$ cat config.mk
export PLATFORM = sky130hd
export DESIGN_NAME = cory_dupm_flat
export DESIGN_NICKNAME = d
export VERILOG_FILES = /design/src/rtl/cory_pkg.sv /design/src/rtl/cory_dupm_if.sv /design/src/rtl/cory_monitor.sv /design/src/rtl/cory_queue.sv /design/src/rtl/cory_dupm.sv /design/src/flat_wrapper.sv
export SDC_FILE = /design/constraint.sdc
export NUM_CORES = 1
export LEC_CHECK = 0
export BUFFER_PORTS_ARGS = -buffer_cell sky130_fd_sc_hd__buf_2
export CORE_ASPECT_RATIO = 0.9
export CORE_UTILIZATION = 37
export DETAILED_ROUTE_END_ITERATION = 16
export MAX_ROUTING_LAYER = met4
export PLACE_DENSITY = 0.94
export SLEW_MARGIN = 20
export SYNTH_ARGS = -nofsm -noshare
export SYNTH_HDL_FRONTEND = slang
export SYNTH_SLANG_ARGS = --single-unit
export TNS_END_PERCENT = 30
$ cat constraint.sdc
create_clock -name clk -period 2.65 [get_ports clk]
set_input_delay 0.1325 -clock clk [delete_from_list [all_inputs] [get_ports clk]]
set_output_delay 0.1325 -clock clk [all_outputs]
set_load 0.05 [all_outputs]
$ cat src/rtl/cory_pkg.sv
// Shared package for the cory stream blocks: ceiling-log2 helper and the
// delivered-beat counter width.
package cory_pkg;

  localparam int CORY_CNT_W = 16;

  // Smallest r with (1 << r) >= v; clog2(0) = clog2(1) = 0.
  function automatic int clog2(input int v);
    int r;
    r = 0;
    for (int i = 0; i < 31; i++) begin
      if ((1 << i) < v) r = i + 1;
    end
    return r;
  endfunction

endpackage

$ cat src/rtl/cory_dupm_if.sv
// Bundle of the cory_dupm stream ports: one input v/r stream with a
// destination mask, and M output v/r streams with flattened data.
interface cory_dupm_if #(
  parameter int N = 8,
  parameter int M = 4
);
  logic           i_a_v;
  logic [N-1:0]   i_a_d;
  logic [M-1:0]   i_a_m;
  logic           o_a_r;
  logic [M-1:0]   o_z_v;
  logic [M*N-1:0] o_z_d;
  logic [M-1:0]   i_z_r;

  // The splitter itself.
  modport slave (
    input  i_a_v, i_a_d, i_a_m, i_z_r,
    output o_a_r, o_z_v, o_z_d
  );

  // Producer plus all consumers, seen from the outside.
  modport master (
    output i_a_v, i_a_d, i_a_m, i_z_r,
    input  o_a_r, o_z_v, o_z_d
  );
endinterface

$ cat src/rtl/cory_monitor.sv
// Simulation-only v/r protocol monitor, built only when CORY_MON is
// defined: once valid is raised it must hold, with stable data, until the
// consumer takes the beat.
`ifdef CORY_MON
module cory_monitor #(
  parameter int N = 8
) (
  input logic         clk,
  input logic         reset_n,
  input logic         v,
  input logic         r,
  input logic [N-1:0] d
);

  // A stalled beat must be presented unchanged on the following cycle.
  property p_hold;
    @(posedge clk) disable iff (!reset_n)
      (v && !r) |=> (v && $stable(d));
  endproperty

  a_hold: assert property (p_hold);

endmodule
`endif

$ cat src/rtl/cory_queue.sv
// Per-output v/r queue. Q = 0 is a wire-through; Q >= 1 is a circular FIFO
// of depth Q whose output is registered (one cycle of latency) and whose
// input ready is simply "not full".
module cory_queue
  import cory_pkg::*;
#(
  parameter int N = 8,
  parameter int Q = 0
) (
  input  logic         clk,
  input  logic         reset_n,
  input  logic         wr_v,
  input  logic [N-1:0] wr_d,
  output logic         wr_r,
  output logic         rd_v,
  output logic [N-1:0] rd_d,
  input  logic         rd_r
);

  if (Q == 0) begin : g_pass
    logic unused_clk_rst;
    assign unused_clk_rst = clk ^ reset_n;
    assign rd_v = wr_v;
    assign rd_d = wr_d;
    assign wr_r = rd_r;
  end else begin : g_fifo
    localparam int AW = (Q > 1) ? clog2(Q) : 1;
    localparam int CW = clog2(Q + 1);

    logic [N-1:0]  mem [Q];
    logic [AW-1:0] wp;
    logic [AW-1:0] rp;
    logic [CW-1:0] cnt;
    logic          push;
    logic          pop;

    assign wr_r = (cnt != CW'(Q));
    assign rd_v = (cnt != '0);
    assign rd_d = mem[rp];
    assign push = wr_v && wr_r;
    assign pop  = rd_v && rd_r;

    // Storage is never reset; only the pointers and fill count are.
    always_ff @(posedge clk) begin
      if (push) mem[wp] <= wr_d;
    end

    // Pointer and occupancy bookkeeping; pointers wrap at Q, which need
    // not be a power of two.
    always_ff @(posedge clk or negedge reset_n) begin
      if (!reset_n) begin
        wp  <= '0;
        rp  <= '0;
        cnt <= '0;
      end else begin
        if (push) wp <= (wp == AW'(Q - 1)) ? '0 : wp + AW'(1);
        if (pop)  rp <= (rp == AW'(Q - 1)) ? '0 : rp + AW'(1);
        if (push && !pop)      cnt <= cnt + CW'(1);
        else if (pop && !push) cnt <= cnt - CW'(1);
      end
    end
  end

endmodule

$ cat src/rtl/cory_dupm.sv
// cory_dupm: M-way broadcast/multicast splitter for v/r streams.
// Each input beat is offered to every output selected by its mask; outputs
// may take it in different cycles and done_d remembers which already have.
// The input is accepted once every selected output is done. Each output has
// its own cory_queue of depth Q (Q = 0 is combinational pass-through).
// Build options:
//   CORY_DUPM_CNT_EN - adds o_cnt, one 16-bit wrapping delivered-beat
//                      counter per output.
//   CORY_MON         - adds a cory_monitor on every output stream.
module cory_dupm
  import cory_pkg::*;
#(
  parameter int N = 8,
  parameter int M = 4,
  parameter int Q = 0
) (
  input logic        clk,
  input logic        reset_n,
  cory_dupm_if.slave bus
`ifdef CORY_DUPM_CNT_EN
  ,
  output logic [M*CORY_CNT_W-1:0] o_cnt
`endif
);

  logic [M-1:0]   done_d;
  logic [M-1:0]   int_v;
  logic [M-1:0]   int_r;
  logic [M-1:0]   take;
  logic [M-1:0]   done;
  logic [M-1:0]   z_v;
  logic [M*N-1:0] z_d;

  // Offer the beat only to selected outputs that have not taken it yet.
  // Gating with reset_n keeps the pass-through outputs silent in reset.
  assign int_v = {M{bus.i_a_v && reset_n}} & bus.i_a_m & ~done_d;
  assign take  = int_v & int_r;
  assign done  = take | done_d | ~bus.i_a_m;

  assign bus.o_a_r = &done;
  assign bus.o_z_v = z_v;
  assign bus.o_z_d = z_d;

  // Track partial delivery; acceptance wins over accumulation so the next
  // beat always starts with a clean done_d.
  always_ff @(posedge clk or negedge reset_n) begin
    if (!reset_n) begin
      done_d <= '0;
    end else if (bus.i_a_v && bus.o_a_r) begin
      done_d <= '0;
    end else begin
      done_d <= done_d | take;
    end
  end

  for (genvar k = 0; k < M; k++) begin : g_out
    cory_queue #(
      .N (N),
      .Q (Q)
    ) u_queue (
      .clk     (clk),
      .reset_n (reset_n),
      .wr_v    (int_v[k]),
      .wr_d    (bus.i_a_d),
      .wr_r    (int_r[k]),
      .rd_v    (z_v[k]),
      .rd_d    (z_d[k*N +: N]),
      .rd_r    (bus.i_z_r[k])
    );

`ifdef CORY_MON
    cory_monitor #(
      .N (N)
    ) u_mon (
      .clk     (clk),
      .reset_n (reset_n),
      .v       (z_v[k]),
      .r       (bus.i_z_r[k]),
      .d       (z_d[k*N +: N])
    );
`endif
  end

`ifdef CORY_DUPM_CNT_EN
  logic [CORY_CNT_W-1:0] cnt [M];

  // One wrapping counter per output, stepped on every delivered beat.
  always_ff @(posedge clk or negedge reset_n) begin
    if (!reset_n) begin
      for (int k = 0; k < M; k++) cnt[k] <= '0;
    end else begin
      for (int k = 0; k < M; k++) begin
        if (z_v[k] && bus.i_z_r[k]) cnt[k] <= cnt[k] + 1'b1;
      end
    end
  end

  // Flatten the counters onto the output port, output k at [k*16 +: 16].
  always_comb begin
    o_cnt = '0;
    for (int k = 0; k < M; k++) o_cnt[k*CORY_CNT_W +: CORY_CNT_W] = cnt[k];
  end
`endif

  // While a beat is pending its data and mask must not change.
  property p_producer_stable;
    @(posedge clk) disable iff (!reset_n)
      (bus.i_a_v && !bus.o_a_r) |=>
        (!bus.i_a_v || ($stable(bus.i_a_d) && $stable(bus.i_a_m)));
  endproperty

  a_producer_stable: assert property (p_producer_stable);

endmodule

$ cat src/flat_wrapper.sv
// flat-port wrapper written by rule: the top's interface ports become plain ports
module cory_dupm_flat import cory_pkg::*;
#(
  parameter int N = 8,
  parameter int M = 4,
  parameter int Q = 0
)
  (clk, reset_n, bus_i_a_v, bus_i_a_d, bus_i_a_m, bus_i_z_r, bus_o_a_r, bus_o_z_v, bus_o_z_d);
  cory_dupm_if #(.N(N), .M(M)) bus_i ();
  input logic clk;
  input logic reset_n;
  input wire logic [$bits(bus_i.i_a_v)-1:0] bus_i_a_v;
  input wire logic [$bits(bus_i.i_a_d)-1:0] bus_i_a_d;
  input wire logic [$bits(bus_i.i_a_m)-1:0] bus_i_a_m;
  input wire logic [$bits(bus_i.i_z_r)-1:0] bus_i_z_r;
  output wire logic [$bits(bus_i.o_a_r)-1:0] bus_o_a_r;
  output wire logic [$bits(bus_i.o_z_v)-1:0] bus_o_z_v;
  output wire logic [$bits(bus_i.o_z_d)-1:0] bus_o_z_d;
  assign bus_i.i_a_v = bus_i_a_v;
  assign bus_i.i_a_d = bus_i_a_d;
  assign bus_i.i_a_m = bus_i_a_m;
  assign bus_i.i_z_r = bus_i_z_r;
  assign bus_o_a_r = bus_i.o_a_r;
  assign bus_o_z_v = bus_i.o_z_v;
  assign bus_o_z_d = bus_i.o_z_d;
  cory_dupm #(.N(N), .M(M), .Q(Q)) u_core (.clk(clk), .reset_n(reset_n), .bus(bus_i));
endmodule
==> results of run 1 <==
==> worst paths after layout <==
kind,start,endpoint,cells after the start
worst max-delay path,reset_n,bus_o_a_r,6
worst min-delay path,bus_i_a_v,u_core.done_d[3],2
worst max register to register,u_core.done_d[0],u_core.done_d[1],3
worst min register to register,u_core.done_d[3],u_core.done_d[3],2
max in group asynchronous,reset_n,u_core.done_d[2],2
min in group asynchronous,reset_n,u_core.done_d[0],2
==> area by class of cell <==
type,count,area (sq um),area share (%)
multi-input cells,24,153,40.4
clock buffers,3,22.5,5.96
flip-flops and latches,4,100,26.5
repair buffers,16,85.1,22.5
well taps,14,17.5,4.64
==> per-layer routing <==
layer	vias up	GRT usage, %
met1	129	10.2
met3	2	3.30
met2	10	14.6
met4	0	14.1
met5	-	-
li1	149	-
==> metrics by stage <==
step,utilization [%],cells,hold WS (ns),worst slack [ns]
2_1_floorplan,-,66,-0.163,1.10
3_3_place_gp,26.7,57,-0.0283,1.09
3_5_place_dp,26.7,57,-0.0246,1.06
4_1_cts,29.3,61,0.187,0.533
5_1_grt,29.3,61,0.215,0.410
6_report,29.3,61,0.199,0.544
==> cell families after synthesis <==
family	after synthesis	synth area share, %
buffers and inverters	38	53.0
DFF	4	18.6
AOI/OAI and AO/OA	10	12.3
and+or+nand+nor	14	16.0
==> repair_timing <==
action | in CTS | in global routing
hold buffers | 1 | 0
setup endpoints to repair | 0 | 0
buffers inserted | 0 | 0
endpoints found under the hold margin | 4 | 0
==> power groups by stage <==
stage | clock (mW) | sequential (mW) | combinational (mW)
floorplan | 0 | 0.0903 | 0.219
global placement | 0 | 0.0907 | 0.106
detailed placement | 0 | 0.0923 | 0.108
CTS | 0.0810 | 0.0912 | 0.110
global route | 0.0837 | 0.0936 | 0.119
finish | 0.0779 | 0.0910 | 0.110
==> worst max-delay path, stage by stage <==
cell and delay, ns:
dlygate4sd3_1 0.52, buf_2 0.20, nand3_2 0.08, a222oi_1 0.57, and2_1 0.21, buf_2 0.26
==> cell usage in the layout (no fill, tap or decap) <==
cell / synthesis / routed
buf_2: 0 / 15
a31oi_1: 7 / 7
and2_1: 4 / 4
dfrtp_1: 4 / 4
clkbuf_4: 0 / 3
nor2b_1: 2 / 2
nand3_1: 2 / 2
and2_2: 1 / 1
and2b_1: 1 / 1
nand2b_1: 1 / 1
a21o_1: 1 / 1
nand3_2: 1 / 1
a222oi_1: 1 / 1
nand2_1: 1 / 1
nor2_1: 1 / 1
a21oi_1: 1 / 1
dlygate4sd3_1: 0 / 1
==> results.md, run 1 <==
- CTS clk-pin slew, worst paths: roughly 0.04 ns
- Slew @ Worst Pin: ~0.6 ns
- F_max: ~470 MHz
- CTS sink cnt: 4
- Net Sw Power: approximately 100 uW
- Top post-synthesis cells by count: 36 x buf_4, 7 x a31oi_1, 4 x and2_1, 4 x dfrtp_1
- WL/cell: approximately 12 um
- WP data arrival: ~2.0 ns
- First-pass GRT wire length: approximately 1100 um
- Clock power share: 28.0%
- CP Class: in2out
- Met2 WL: between 300 and 400 um
- Routed WL: 737 um
- Sequential share of power: around a third
- Ranking of synthesized cells by area: buf_4 50%, dfrtp_1 19%, a31oi_1 8.1%
- Post_cts resized: 0
- FF-to-FF setup slack: about 1.3 ns
- CTS H-tree lvls: 1
- Met1 wire length: around 330 um
- Synth area leader: buf_4
- Tot GR Track Use: 10.4%
- Initial antenna violation count: 0
- CTS root buf: clkbuf_4
- Seq/Total Area, Yosys: a little under a fifth
- CTS tree: yes
- Number of global-route vias before repair: between 200 and 300
- DRC viols: 0
- Synth Warn #: 0
- Worst clock skew: approximately 0.00048 ns
- CP endpoint kind: primary output
- Cell with the most instances after synthesis: buf_4
- Largest register by flop count: u_core.done_d
- Top flop regs: u_core.done_d x4
- Synthesized flop and latch total: 4
- Crit path launch type: input pin
- RSZ-0062 raised after global routing: false
- Top cell type's share of synthesized area: 50.2%
- Rel. slew slack: 60.3%
- Hold crit path type: in2reg
- CTS Buf Count: 3
- Max reg flops: 4
- Iteration-0 DRC Markers: 5
- Switching portion of total power: a little under two fifths
- Placed Area: between 300 and 400 sq um
- Std cell rows: 12
- Power Internal: approximately 170 uW
- Die H: 38.2 um
- Synthesized cell area: roughly 540 sq um
- Crit-path max FO: 9
- Status: completed
- ANT nets after route: 0
- Worst-skew pair later-pin latency: roughly 0.24 ns
- Overflow after GRT: 0
- Max Cap Viol: 0
- Final min period: 2.11 ns
- Count of cell types in the netlist: 17
- Avg Vias per Cell: between 4 and 5
- Port Buffers: 15
- Syn Area/Cell: around 8.2 sq um
- NumNets Final: approximately 70
- Layout area overhead: -29.8%
- DRT Pass-1 Iters: 4
- Syn Nets: 85
- Clk buf depth: 2
- Ratio of cells with drive above 1 in the final layout: 42.6%
- Core Area: about 1300 sq um
- Post-DP HPWL: between 500 and 600 um
- Die W: 42.2 um
- Top_reg_cell synth: dfrtp_1
- Ant diodes: 0
- Post-route setup TNS: 0 ns
- Top sig layer: met4
- Vias: 290
- Setup violations, final: 0
- Comb pwr share: 39.4%
- Io pins: 56
- Required time of the worst setup path: approximately 2.5 ns
- Die area: between 1500 and 2000 sq um
- Final Hold Viols: 0
- EDFF count, synth: 0
- Starting Density: 41.7%
- Crit share post-route: about four fifths
- Cells after Synth: 66
- Filler cell count: around 150
- PwrDens: 737 nW/um^2
- Max-slew violations: 0
- Post-Layout Inst Area: around 380 sq um
- Power consumption: approximately 280 uW
- Leakage: between 0.15 and 0.2 nW
- Met3 wire length: 76 um
- Largest net degree at the start of global routing: 10
- Routability cong.: between 0.8 and 0.9
- Peak VDD IR: approximately 0.00029 V
- Post-synth ARST share: 100%
Power figures use the tool's default switching activity.
==> run 2, diff against run 1 <==
- CORE_UTILIZATION: 37 -> 34
- PLACE_DENSITY: 0.94 -> 0.88
- clock period: 2.65 -> 2 ns (I/O delays scaled with it)
==> results.md, run 2 (same netlist as run 1, synthesis figures left out) <==
- Post_cts resized: 0 (unchanged)
- F_max: 550 MHz
- Layout area overhead: -29.5%
- Setup ws final: 0.181 ns (-0.363 ns)
- Largest register by flop count: u_core.done_d
- Port Buffers: 15 (unchanged)
- CTS sink cnt: 4 (unchanged)
- Post-CTS Setup Inserts: 0 (unchanged)
- Leakage: 0.189 nW (unchanged)
- CTS clk-pin slew, worst paths: 0.04 ns (about the same)
- Max-slew violations: 0 (unchanged)
- Io pins: 56 (unchanged)
- Commonest non-fill, non-tap cells in the layout: 15 x buf_2, 7 x a31oi_1, 4 x and2_1, 4 x dfrtp_1, 3 x clkbuf_4
- RR Endpoint: u_core.done_d[0]
- Cell family with most CP delay: compound AO/OA/AOI/OAI gates
- CP Class: reg2out
- Failing checks: DRC
- Tot GR Track Use: 10.2% (-0.16 points)
- Vias: 310 (+6.9%)
- Die area: 1750 sq um (+8.4%)
- Final Hold Viols: 0 (unchanged)
- Required time of the worst setup path: 1.90 ns (-0.62 ns)
- Worst clock skew: 0.00914 ns (+0.00866 ns)
- Avg Vias per Cell: 5.00 (+5.2%)
- DRC viols: 3 (+3)
- FF-to-FF setup slack: 0.67 ns (-0.65 ns)
- Power consumption: 372 uW (+34%)
- Iteration-0 DRC Markers: 10 (+5)
- R2R depth: 3 (unchanged)
- Ant diodes: 0 (unchanged)
- Initial antenna violation count: 0 (unchanged)
- # hold bufs at CTS: 1 (unchanged)
- Hold Crit Depth: 2 (unchanged)
- WHS Endpoint: u_core.done_d[3]
- Placed Area: 347 sq um (+0.36%)
- Slew @ Worst Pin: 0.608 ns (+0.0128 ns)
- Number of global-route vias before repair: 287 (+7.9%)
- DRT Pass-1 Iters: 11 (+7)
- WP data arrival: 1.72 ns (-0.25 ns)
- CTS Buf Count: 3 (unchanged)
- Top flop regs: u_core.done_d x4
- RSZ-0062 raised after global routing: false
- Die W: 43.9 um (+4.1%)
- Worst-skew pair later-pin latency: 0.24 ns (about the same)
- ANT nets after route: 0 (unchanged)
- Placed cells: 58 (+1.8%)
- Final cell count without fillers: 62 (+1.6%)
- Max incr delay on CP: 0.51 ns (-0.06 ns)
- Crit-path max FO: 5 (-4)
- Worst path slowest cell: a222oi_1
- Setup violations, final: 0 (unchanged)
- Worst path bufs/invs: 1 (-2)
- Peak VDD IR: 0.000526 V (+82%)
- Most common library cell in the layout ignoring fill and taps: buf_2
- R2r startpoint: u_core.done_d[0]
- First-pass GRT wire length: 1190 um (+6.1%)
- Ratio of cells with drive above 1 in the final layout: 42.6% (unchanged)
- Final min period: 1.82 ns
- CTS tree: yes
- NumNets Final: 68 (unchanged)
- Dpl ws: 0.446 ns (-0.615 ns)
- Post-Layout Inst Area: 379 sq um (+0.33%)
- Status: finished with violations
- Rel. slew slack: 59.5% (-0.85 points)
- Hold path startpoint: bus_i_a_v
- Clk buf depth: 2 (unchanged)
- Multi-input logic area: 153 sq um (unchanged)
- Std cell rows: 13 (+1)
- Routed WL: 825 um (+12%)
- PwrDens: 981 nW/um^2 (+33%)
- Die H: 39.7 um (+4.1%)
- Hold crit path type: in2reg
- CTS root buf: clkbuf_4
- Largest net degree at the start of global routing: 10 (unchanged)
- CP endpoint kind: primary output
- Post-route setup TNS: 0 ns (unchanged)
- Crit path launch type: flop
- Filler cell count: 168 (+14%)
- CTS H-tree lvls: 1 (unchanged)
- Register area: 100 sq um (unchanged)
- Max reg flops: 4 (unchanged)
- WL/cell: 13.3 um (+10%)
- Starting Density: 36.8% (-4.9 points)
- Core Area: 1460 sq um (+13%)
- Crit share post-route: between 90% and 100%
- Worst path cell trace: and2b_1, a222oi_1, and2_1, buf_2
- Overflow after GRT: 0 (unchanged)
- Max Cap Viol: 0 (unchanged)
- Routability cong.: 0.766 (-10%)
==> run 2: routing by layer <==
metal,vias up,wire (um),track usage (%)
met1,140,351,10.8
li1,147,-,-
met4,0,0,4.55
met2,23,355,15.3
met5,-,0,-
met3,0,119,6.45
==> run 2: layout make-up <==
type | instances | share of cell area, %
Tap cell | 15 | 4.95
Clock buffer | 3 | 5.94
Multi-Input combinational cell | 24 | 40.3
Sequential cell | 4 | 26.4
Timing Repair Buffer | 16 | 22.4
==> run 2: worst max-delay path by stage <==
stage | start | slack (ns) | depth (start not counted) | endpoint
CTS | u_core.done_d[0] | 0.19 | 4 | bus_o_a_r
global route | u_core.done_d[0] | 0.03 | 4 | bus_o_a_r
finish | u_core.done_d[0] | 0.18 | 4 | bus_o_a_r
floorplan | u_core.done_d[0] | 0.48 | 3 | bus_o_a_r
detailed placement | u_core.done_d[0] | 0.45 | 4 | bus_o_a_r
global placement | u_core.done_d[0] | 0.47 | 4 | bus_o_a_r
==> run 2: per-stage QoR <==
| stage | utilization, % | hold WS, ns |
|---|---|---|
| finish | 25.9 | 0.164 |
| global route | 25.9 | 0.183 |
| CTS | 25.9 | 0.155 |
| detailed placement | 23.7 | -0.0554 |
| global placement | 23.7 | -0.0606 |
| floorplan | - | -0.196 |
==> run 2: report_power, final <==
group / switching, mW / internal, mW
logic: 0.0914 / 0.0543
registers: 0.0120 / 0.109
clock network: 0.0377 / 0.0674
total: 0.141 / 0.231
==> run 3, diff against run 2 <==
- CORE_UTILIZATION: 34 -> 35
- SYNTH_HIERARCHICAL: not set -> 1
==> results.md, run 3 <==
- PwrDens: 945 nW/um^2 (-3.6%)
- Worst-skew pair later-pin latency: 0.23 ns (about the same)
- CTS H-tree lvls: 1 (unchanged)
- RSZ-0062 raised after global routing: false
- CTS sink cnt: 4 (unchanged)
- Routability cong.: 0.853 (+11%)
- WP data arrival: 1.71 ns (about the same)
- Power consumption: 367 uW (-1.4%)
- Synthesized flop and latch total: 4 (unchanged)
- Top_reg_cell synth: dfrtp_1
- Top cell type's share of synthesized area: 52.9% (+2.6 points)
- Worst clock skew: 0.00172 ns (-0.00742 ns)
- Peak VDD IR: 0.000191 V (-64%)
- First-pass GRT wire length: 1070 um (-10%)
- CP Class: reg2out
- WL/cell: 11.3 um (-15%)
- Final Hold Viols: 0 (unchanged)
- Post-synth ARST share: 100% (unchanged)
- Leakage: 0.189 nW (about the same)
- Number of global-route vias before repair: 275 (-4.2%)
- Synth area leader: buf_4
- Syn Area/Cell: 8.11 sq um (-0.45%)
- Post-route setup TNS: 0 ns (unchanged)
- Slew @ Worst Pin: 0.596 ns (-0.0122 ns)
- Synthesized cell area: 568 sq um (+5.6%)
- Top flop regs: u_core/done_d x4
- Cells after Synth: 70 (+6.1%)
- Tot GR Track Use: 8.97% (-1.3 points)
- Post_cts resized: 0 (unchanged)
- Die area: 1790 sq um (+2.4%)
- Cell with the most instances after synthesis: buf_4
- Vias: 287 (-7.4%)
- Die W: 44.5 um (+1.2%)
- CTS tree: yes
- Crit share post-route: 90.6% (-0.33 points)
- DRC viols: 0 (-3)
- CP endpoint kind: primary output
- F_max: 552 MHz (+0.37%)
- Required time of the worst setup path: 1.90 ns (about the same)
- Avg Vias per Cell: 4.16 (-17%)
- Ant diodes: 0 (unchanged)
- Core Area: 1480 sq um (+1.1%)
- Final cell count without fillers: 69 (+11%)
- Final min period: 1.81 ns (-0.00663 ns)
- Iteration-0 DRC Markers: 7 (-3)
- CTS root buf: clkbuf_4
- Status: completed
- Largest register by flop count: u_core/done_d
- Count of cell types in the netlist: 17 (unchanged)
- Hold crit path type: in2reg
- ANT nets after route: 0 (unchanged)
- Die H: 40.2 um (+1.2%)
- Syn Nets: 89 (+4.7%)
- Top post-synthesis cells by count: 40 x buf_4, 7 x a31oi_1, 4 x and2_1, 4 x dfrtp_1
- Layout area overhead: -31.7%
- Max reg flops: 4 (unchanged)
- Largest net degree at the start of global routing: 10 (unchanged)
- Std cell rows: 13 (unchanged)
- Ranking of synthesized cells by area: buf_4 53%, dfrtp_1 18%, a31oi_1 7.7%
- Crit path launch type: flop
- Crit-path max FO: 5 (unchanged)
- Overflow after GRT: 0 (unchanged)
- Port Buffers: 15 (unchanged)
- EDFF count, synth: 0 (unchanged)
- Most common library cell in the layout ignoring fill and taps: buf_2
- Synth Warn #: 6 (+6)
- Clk buf depth: 2 (unchanged)
- DRT Pass-1 Iters: 4 (-7)
- Rel. slew slack: 60.3% (+0.81 points)
- NumNets Final: 68 (unchanged)
- Max-slew violations: 0 (unchanged)
- Ratio of cells with drive above 1 in the final layout: 42.6% (unchanged)
- CTS clk-pin slew, worst paths: 0.04 ns (about the same)
- Commonest non-fill, non-tap cells in the layout: 15 x buf_2, 7 x a31oi_1, 4 x and2_1, 4 x dfrtp_1, 3 x clkbuf_4
- Starting Density: 38.4% (+1.6 points)
- Io pins: 56 (unchanged)
- Max Cap Viol: 0 (unchanged)
- Initial antenna violation count: 0 (unchanged)
- Setup violations, final: 0 (unchanged)
- Seq/Total Area, Yosys: 17.6% (-0.98 points)
- Placed cells: 65 (+12%)
- CTS Buf Count: 3 (unchanged)
- Routed WL: 780 um (-5.5%)
==> run 3: cell counts in the layout (fill, tap and decap cells not counted) <==
No cell type changed its count.
==> run 3: metal layers <==
| layer | GRT usage [%] | part of all wire (%) | vias to the layer above |
|---|---|---|---|
| li1 | - | - | 145 |
| met1 | 8.22 | 38 | 128 |
| met2 | 14.3 | 49 | 14 |
| met3 | 0.450 | 13 | 0 |
| met4 | 14.4 | 0 | 0 |
| met5 | - | 0 | - |
==> run 3: final timing paths <==
check	startpoint	endpoint	slack [ns]	depth (start not counted)
setup / recovery	u_core/done_d[2]	bus_o_a_r	0.19	4
hold / removal	bus_i_a_v	u_core/done_d[0]	0.17	2
setup reg to reg	u_core/done_d[2]	u_core/done_d[2]	0.67	3
hold reg to reg	u_core/done_d[0]	u_core/done_d[0]	0.54	2
max in group asynchronous	reset_n	u_core/done_d[2]	1.50	2
min in group asynchronous	reset_n	u_core/done_d[3]	0.32	2
==> run 3: cell families (layout without fill, tap and decap cells) <==
group / Yosys count / count (layout) / share of synthesized area (%)
AO/OA/AOI/OAI: 10 / 10 / 11.7
buffers and inverters: 42 / 19 / 55.5
flip-flops: 4 / 4 / 17.6
AND/OR/NAND/NOR: 14 / 14 / 15.2
==> run 3: final cells by class <==
class                           instances  area [sq um]
Multi-Input combinational cell         24           153
Timing Repair Buffer                   16          85.1
Clock buffer                            3          22.5
Tap cell                               22          27.5
Sequential cell                         4           100
Fill cell                             165          1090
==> run 3: what timing repair did <==
action / in CTS / in global routing
hold buffers: 1 / 0
endpoints found under the hold margin: 4 / 0
buffers inserted: 0 / 0
==> run 3: critical path: stages (launching register included) <==
cell      delay [ns]
dfrtp_1         0.34
and2b_1         0.19
a222oi_1        0.50
and2_1          0.20
buf_2           0.26
==> run 3: power breakdown <==
part / internal [mW] / switching, mW / total, mW
sequential: 0.109 / 0.0132 / 0.122
combinational: 0.0541 / 0.0907 / 0.145
clock: 0.0671 / 0.0326 / 0.0997
==> run 3: through the flow <==
| step | hold WS (ns) | util (%) | worst slack [ns] | cell area (sq um) |
|---|---|---|---|---|
| CTS | 0.159 | 26.2 | 0.186 | 388 |
| finish | 0.166 | 26.2 | 0.188 | 388 |
| floorplan | -0.196 | - | 0.485 | 568 |
| global placement | -0.0599 | 24.0 | 0.476 | 355 |
| detailed placement | -0.0556 | 24.0 | 0.425 | 355 |
| global route | 0.189 | 26.2 | 0.100 | 388 |
